$ cat config.mk
export PLATFORM = sky130hd
export DESIGN_NAME = control_fsm
export DESIGN_NICKNAME = d
export VERILOG_FILES = /design/src/rtl/control_fsm_pkg.sv /design/src/rtl/control_decode.sv /design/src/rtl/control_fsm.sv
export SDC_FILE = /design/constraint.sdc
export NUM_CORES = 1
export LEC_CHECK = 0
export CAP_MARGIN = 40
export CORE_MARGIN = 5
export CORE_UTILIZATION = 32
export DETAILED_ROUTE_END_ITERATION = 7
export PLACE_DENSITY = 0.81
export SLEW_MARGIN = 20
export SYNTH_ARGS = -nofsm -noshare
export SYNTH_HDL_FRONTEND = slang
export SYNTH_SLANG_ARGS = --single-unit
$ cat constraint.sdc
create_clock -name Clk -period 3.6 [get_ports Clk]
set_clock_uncertainty 0.1 [all_clocks]
set_input_delay 0.72 -clock Clk [delete_from_list [all_inputs] [get_ports Clk]]
set_output_delay 0.72 -clock Clk [all_outputs]
set_load 0.01 [all_outputs]
$ cat src/rtl/control_fsm_pkg.sv
// control_fsm_pkg
//   Shared definitions for the instruction-sequencing controller:
//   state encoding (also the OutState debug code), opcode values and
//   ALU function selects.
package control_fsm_pkg;

  typedef enum logic [3:0] {
    S_INIT   = 4'd0,
    S_FETCH  = 4'd1,
    S_DECODE = 4'd2,
    S_NOOP   = 4'd3,
    S_LOAD_A = 4'd4,
    S_LOAD_B = 4'd5,
    S_STORE  = 4'd6,
    S_ADD    = 4'd7,
    S_SUB    = 4'd8,
    S_HALT   = 4'd9
  } state_t;

  localparam logic [3:0] OP_NOOP  = 4'b0000;
  localparam logic [3:0] OP_STORE = 4'b0001;
  localparam logic [3:0] OP_LOAD  = 4'b0010;
  localparam logic [3:0] OP_ADD   = 4'b0011;
  localparam logic [3:0] OP_SUB   = 4'b0100;
  localparam logic [3:0] OP_HALT  = 4'b0101;

  localparam logic [2:0] ALU_PASS = 3'd0;
  localparam logic [2:0] ALU_ADD  = 3'd1;
  localparam logic [2:0] ALU_SUB  = 3'd2;

  // Opcode -> first execute state. Unassigned opcodes behave as NOOP.
  function automatic state_t exec_state(input logic [3:0] opcode);
    case (opcode)
      OP_NOOP:  return S_NOOP;
      OP_STORE: return S_STORE;
      OP_LOAD:  return S_LOAD_A;
      OP_ADD:   return S_ADD;
      OP_SUB:   return S_SUB;
      OP_HALT:  return S_HALT;
      default:  return S_NOOP;
    endcase
  endfunction

endpackage

$ cat src/rtl/control_decode.sv
// control_decode
//   Moore output decode for control_fsm: pure combinational function of
//   the current state and the instruction operand fields.
//   Ports:
//     state      in  4   current FSM state (control_fsm_pkg::state_t code)
//     IR         in  12  operand fields IR[11:0]; the opcode nibble is only
//                        needed by the next-state logic, so it is not routed here
//     PC_clr, PC_up, IR_ld, D_addr, D_wr, RF_s, RF_W_addr, RF_W_en,
//     RF_Ra_addr, RF_Rb_addr, ALU_s0, OutState   out  datapath controls
module control_decode
  import control_fsm_pkg::*;
(
  input  logic [3:0]  state,
  input  logic [11:0] IR,
  output logic        PC_clr,
  output logic        PC_up,
  output logic        IR_ld,
  output logic [7:0]  D_addr,
  output logic        D_wr,
  output logic        RF_s,
  output logic [3:0]  RF_W_addr,
  output logic        RF_W_en,
  output logic [3:0]  RF_Ra_addr,
  output logic [3:0]  RF_Rb_addr,
  output logic [2:0]  ALU_s0,
  output logic [3:0]  OutState
);

  always_comb begin
    PC_clr     = 1'b0;
    PC_up      = 1'b0;
    IR_ld      = 1'b0;
    D_addr     = 8'd0;
    D_wr       = 1'b0;
    RF_s       = 1'b0;
    RF_W_addr  = 4'd0;
    RF_W_en    = 1'b0;
    RF_Ra_addr = 4'd0;
    RF_Rb_addr = 4'd0;
    ALU_s0     = ALU_PASS;
    OutState   = state;

    case (state)
      S_INIT: PC_clr = 1'b1;
      S_FETCH: begin
        IR_ld = 1'b1;
        PC_up = 1'b1;
      end
      // Data memory has one cycle of read latency: LOAD_A presents the
      // address, LOAD_B holds it and commits the returned word.
      S_LOAD_A, S_LOAD_B: begin
        D_addr    = IR[11:4];
        RF_s      = 1'b1;
        RF_W_addr = IR[3:0];
        RF_W_en   = (state == S_LOAD_B);
      end
      S_STORE: begin
        D_addr     = IR[7:0];
        RF_Ra_addr = IR[11:8];
        D_wr       = 1'b1;
      end
      S_ADD, S_SUB: begin
        RF_Ra_addr = IR[11:8];
        RF_Rb_addr = IR[7:4];
        RF_W_addr  = IR[3:0];
        ALU_s0     = (state == S_ADD) ? ALU_ADD : ALU_SUB;
        RF_W_en    = 1'b1;
      end
      default: ;
    endcase
  end

endmodule

$ cat src/rtl/control_fsm.sv
// control_fsm
//   Instruction-sequencing controller: fetch, decode and execute of a
//   small load/store/add/sub ISA. Moore machine; outputs come from
//   control_decode.
//   Ports:
//     Clk   in   1   system clock, rising edge
//     Clr   in   1   asynchronous active-high reset to INIT
//     IR    in   16  current instruction, opcode = IR[15:12]
//     PC_clr, PC_up, IR_ld, D_addr[8], D_wr, RF_s, RF_W_addr[4], RF_W_en,
//     RF_Ra_addr[4], RF_Rb_addr[4], ALU_s0[3]   out  datapath controls
//     OutState  out  4   current state code for debug display
//
//   state  | meaning
//   INIT   | clear PC, wait for first edge after reset
//   FETCH  | load IR and advance PC (only state that pulses PC_up)
//   DECODE | dispatch on opcode
//   NOOP   | no operation (also any unassigned opcode)
//   LOAD_A | present data address, wait for read data
//   LOAD_B | write read data into register file
//   STORE  | write register A to data memory
//   ADD    | RF[W] = RF[A] + RF[B]
//   SUB    | RF[W] = RF[A] - RF[B]
//   HALT   | idle until reset
module control_fsm
  import control_fsm_pkg::*;
(
  input  logic        Clk,
  input  logic        Clr,
  input  logic [15:0] IR,
  output logic        PC_clr,
  output logic        PC_up,
  output logic        IR_ld,
  output logic [7:0]  D_addr,
  output logic        D_wr,
  output logic        RF_s,
  output logic [3:0]  RF_W_addr,
  output logic        RF_W_en,
  output logic [3:0]  RF_Ra_addr,
  output logic [3:0]  RF_Rb_addr,
  output logic [2:0]  ALU_s0,
  output logic [3:0]  OutState
);

  state_t state;
  state_t state_next;

  always_ff @(posedge Clk or posedge Clr) begin
    if (Clr) state <= S_INIT;
    else     state <= state_next;
  end

  always_comb begin
    state_next = state;
    case (state)
      S_INIT:   state_next = S_FETCH;
      S_FETCH:  state_next = S_DECODE;
      S_DECODE: state_next = exec_state(IR[15:12]);
      S_NOOP:   state_next = S_FETCH;
      S_LOAD_A: state_next = S_LOAD_B;
      S_LOAD_B: state_next = S_FETCH;
      S_STORE:  state_next = S_FETCH;
      S_ADD:    state_next = S_FETCH;
      S_SUB:    state_next = S_FETCH;
      S_HALT:   state_next = S_HALT;
      default:  state_next = S_INIT;
    endcase
  end

  control_decode u_decode (
    .state      (state),
    .IR         (IR[11:0]),
    .PC_clr     (PC_clr),
    .PC_up      (PC_up),
    .IR_ld      (IR_ld),
    .D_addr     (D_addr),
    .D_wr       (D_wr),
    .RF_s       (RF_s),
    .RF_W_addr  (RF_W_addr),
    .RF_W_en    (RF_W_en),
    .RF_Ra_addr (RF_Ra_addr),
    .RF_Rb_addr (RF_Rb_addr),
    .ALU_s0     (ALU_s0),
    .OutState   (OutState)
  );

endmodule

* Word level (Yosys, flattened, before mapping)
Cells that the tools add are included.
** Word-level totals
- Register bits after elaboration :: 4
- Bits of input ports :: 18
- Output and inout bits :: 33
** Operators by class
- Equal/unequal tests :: 14
- Muxes and demuxes :: 13
- Reduce and logical (&&, ||, !) cells :: 6
** Operators by type and width (count)
- case mux 4 bit (5 select lines) :: 2
- equality test 4 x 3 -> 1 bit, second input constant :: 6
- equality test 4 x 2 -> 1 bit, second input constant :: 4
- case mux 8 bit (2 select lines) :: 1
- 2-to-1 mux 4 bit :: 3
- equality test 4 x 1 -> 1 bit, second input constant :: 2
- equality test 4 bit, second input constant :: 2
- OR reduction 6 bit :: 1
- zero test 4 bit :: 1
- 2-to-1 mux 1 bit :: 4
- OR reduction 2 bit :: 2
- OR reduction 4 bit :: 1
- 2-to-1 mux 3 bit :: 1
- OR reduction 3 bit :: 1
- 2-to-1 mux 2 bit :: 1
- case mux 1 bit (2 select lines) :: 1

* Depth between registers and ports, before layout
- Depth after elaboration :: 3
- Depth in mapped cells :: 4

* Modules after synthesis
From an unflattened synthesis, not the netlist that was laid out.
** Second synthesis, totals
- Cell total of the unflattened synthesis :: 87
- Area, all modules :: 666.9 um^2
** By module, submodules not included
- control_decode :: times used 1, cells an instance 61, area an instance 422.9 um^2
- control_fsm :: times used 1, cells an instance 26, area an instance 244.0 um^2

* Least setup slack after synthesis
No wires, ideal clock.
- Kind :: register to output
- Start :: register state[1]
- End :: output port RF_Rb_addr[0]
- Data arrival time :: 1.245 ns
- Slack :: 1.535 ns
- Cell stages (with the launch flop) :: 4
- Path through :: dfrtp_1 or4b_4 o21ai_2 and2_1
** On the way
- Longest elaborated chain between the ends :: 3
- Elaborated cells on any way between the ends :: 4
- Those cells by class :: 2 x eq/ne; 1 x mux; 1 x reduce/logical
** Ends and longest elaborated chain
- start, declared :: line control_fsm.sv:44 : state_t state;
- start signal, assigned :: line control_fsm.sv:49 : else state <= state_next;
- equality test 4 bit / equality test 4 x 3 -> 1 bit (equally long branches) :: line control_decode.sv:43 : case (state)
- OR reduction 2 bit (*)
- 2-to-1 mux 4 bit (*) :: line control_decode.sv:43
- end, declared :: line control_fsm.sv:39 : output logic [3:0] RF_Rb_addr,
Mark *: on every way between the ends. The rest lies on a longest branch, timed or not.

* Final worst setup path
- Start :: register state[1]
- End :: output port RF_Ra_addr[2]
** On the way
- Longest elaborated chain between the ends :: 3
- Elaborated cells on any way between the ends :: 5
- Those cells by class :: 3 x eq/ne; 1 x mux; 1 x reduce/logical
** Ends and longest elaborated chain
- equality test 4 x 3 -> 1 bit / equality test 4 bit (equally long branches) :: line control_decode.sv:43
- OR reduction 3 bit (no source line) (*)
- 2-to-1 mux 4 bit (*) :: line control_decode.sv:43
- end, declared :: line control_fsm.sv:38 : output logic [3:0] RF_Ra_addr,
Marks and branches as above.

==> metrics.md <==
| Metric | Value |
|---|---|
| Remaining global-route overflow | 0 |
| Diode count | 0 |
| Post-route insts no fill | around 130 |
| Most flop-heavy register | state |
| Post-DRT Antenna Nets | 0 |
| Peak Freq | 0.334 GHz |
| Final period util | 0.832 |
| CTS Buf Count | 3 |
| Internal power | about 0.00025 W |
| Gpl congestion | about 0.73 |
| Vias in the first global route | 644 |
| Status | complete, no violations |
| Worst-Skew Late Latency | 230 ps |
| Worst setup EP type | output port |
| Final layout net count | roughly 140 |
| RSZ-0062 raised after global routing | false |
| Post-synthesis adder-cell area fraction | 0 |
| Post-CTS resize count | 0 |
| FP Rows | 15 |
| Syn. warnings | 0 |
| FF-to-FF End | state[0] |
| Max FO, Critical Path | 13 |
| XOR/XNOR Fraction of Synth Area | 0.0158 |
| NetSw | approximately 0.00017 W |
| Core area | about 0.0017 sq mm |
| Synth-to-layout area growth | 89.8% |
| Starting Density | 0.327 |
| DRC Markers | 0 |
| Number of fill cells in the layout | 147 |
| Max Slew Vio Count | 0 |
| Port Buffers | 49 |
| Crit path launch type | register |
| CTS root buf | clkbuf_4 |
| Dpl cells | 129 |
| Most common cell after layout, fill and taps aside | clkdlybuf4s50_1 |
| Pleak | around 0.43 nW |
| Syn Nets | a little under 90 |
| Synthesized area | ~550 sq um |
| Area after DPL | approximately 0.0010 sq mm |
| I/O pins | 51 |
| Post-CTS Setup Inserts | 0 |
| Final setup fails | 0 |
| Total of max-cap violations | 0 |
| Pwr/cell area | 393 mW/mm^2 |
| #FFs+latches synth | 4 |
| Clk pin slew, worst setup/hold paths | ~40 ps |
| Vias per cell | 5.00 |
| Setup TNS | 0 ps |
| Initial antenna violation count | 0 |
| Reg2reg start | state[0] |
| Yosys cell types | 34 |
| Routed len/inst | between 10 and 15 um |
| Worst path required time | ~2800 ps |
| Sequential power share | 0.265 |
| DP Wirelength | 1630 um |
| Min-delay worst type | in2async |
| Max reg flops | 4 |
| Pin count of the biggest net entering global routing | 14 |
| Critical path startpoint | state[1] |
| Design area | around 0.0010 sq mm |
| H-tree levels | 1 |
| Crit path kind | reg2out |
| Sequential fraction of the synthesis area | 0.181 |
| Mean area per synthesized cell | roughly 8 sq um |
| Die area | 0.00266 sq mm |
| Largest family of logic cells by synthesized area | simple AND/OR/NAND/NOR gates |
| CP endpoint | RF_Ra_addr[2] |
| Worst vdd ir | about 0.31 mV |
| Share of cells above drive strength 1 | 0.0957 |
| Combinational power share | 0.601 |
| Clock power frac | 0.134 |
| Synth Area in Simple Gates | 0.387 |
| GRT Util Overall | 0.147 |
| Arr. time, crit path | between 2000 and 2500 ps |
| Regs by FF count | state x4 |
| R2R setup slack | between 2000 and 2500 ps |
| # hold bufs at CTS | 0 |
| Leading cell types in the layout, fill and taps excluded | clkdlybuf4s50_1 (49), a22o_1 (8), and2_1 (8), a21boi_1 (5) |
| Via count | 660 |
| Clk sinks | 4 |
| Synth Area in Compound Gates | 0.314 |
| Final hold violations | 0 |
| First-pass GRT wire length | 3000 um |
| DRT iter0 DRCs | 15 |
| Mux cell area share after synthesis | 0 |
| First drt pass iteration count | 4 |
| Total power | a little over 0.0004 W |
| Syn Inst Count | 69 |
| Switching share of power | 0.404 |
| Chip Height | a little over 50 um |
| Final WL | 1910 um |
| Reg2reg path depth | 3 |
| CTS tree | done |
| Chip Width | 51.6 um |
| Min Tclk post-route | 2990 ps |
| CTS max path bufs | 2 |
[area by class of cell]
| cell class | instances | area (sq um) | area share |
|---|---|---|---|
| clock buffers | 3 | 22.5 | 0.0215 |
| inverters | 4 | 15.0 | 0.0143 |
| multi-input cells | 55 | 400 | 0.381 |
| flip-flops and latches | 4 | 100 | 0.0954 |
| well taps | 17 | 21.3 | 0.0203 |
| repair buffers | 49 | 490 | 0.467 |
[routing by layer]
layer	vias to the layer above	share of wire	global-route usage
li1	344	-	-
met1	293	0.40	0.187
met2	19	0.55	0.242
met3	4	0.036	0.0172
met4	0	0.016	0.0786
met5	-	0	0
[power by group through the flow]
stage	Combinational, W	Clock (W)	Sequential [W]
finish	0.000248	0.0000551	0.000109
global route	0.000265	0.0000609	0.000116
CTS	0.000249	0.0000577	0.000109
detailed placement	0.000248	0	0.000109
global placement	0.000247	0	0.000108
floorplan	0.000161	0	0.0000765
[synthesized netlist by cell type]
master / instances / area share
nand2_2: 1 / 0.011
o211ai_1: 1 / 0.014
xor2_1: 1 / 0.016
or3b_1: 1 / 0.016
o2111ai_1: 1 / 0.016
inv_2: 1 / 0.0068
o21bai_1: 1 / 0.014
a21oi_1: 1 / 0.0090
or4b_4: 1 / 0.025
a21boi_1: 5 / 0.068
nand3b_1: 1 / 0.014
a22o_1: 8 / 0.13
nor2_4: 1 / 0.020
a221oi_1: 1 / 0.016
o21ai_0: 4 / 0.036
nand2_1: 2 / 0.014
nor2_1: 4 / 0.027
nand4b_1: 1 / 0.016
nand2b_1: 1 / 0.011
o21ai_2: 1 / 0.016
buf_4: 3 / 0.041
dfrtp_1: 4 / 0.18
nand3b_4: 1 / 0.036
and2_1: 8 / 0.091
and3b_1: 1 / 0.016
nor3b_1: 1 / 0.014
inv_1: 3 / 0.020
nor4_2: 1 / 0.023
nor2b_1: 2 / 0.023
nor4_1: 1 / 0.011
conb_1: 1 / 0.0068
buf_2: 3 / 0.027
nor2_2: 1 / 0.011
nor3_1: 1 / 0.0090
[stage by stage]
step           utilization  hold WS [ps]  worst slack (ps)
2_1_floorplan            -           386              1540
3_3_place_gp         0.608           612               852
3_5_place_dp         0.608           626               841
4_1_cts              0.621           565               597
5_1_grt              0.621           572               508
6_report             0.621           567               605
[worst max-delay path, stage by stage, from the launching register on]
cell and delay, ps:
dfrtp_1 510, or4b_4 640, nand2_2 110, and2_1 120, clkdlybuf4s50_1 550
[cells by family after synthesis]
logic type | Yosys count
other | 1
AOI/OAI and AO/OA | 23
DFF | 4
and+or+nand+nor | 30
buffers and inverters | 10
xor gates and xnor gates | 1
[worst min path at each step]
stage | start | to | slack (ps) | cells after the start
after global placement | state[2] | state[3] | 610 | 1
after CTS | Clr | state[0] | 560 | 2
after floorplan | Clr | state[0] | 390 | 1
after global routing | Clr | state[1] | 570 | 2
final | Clr | state[0] | 570 | 2
after detailed placement | state[2] | state[3] | 630 | 1
(Power assumes the default switching activity.)
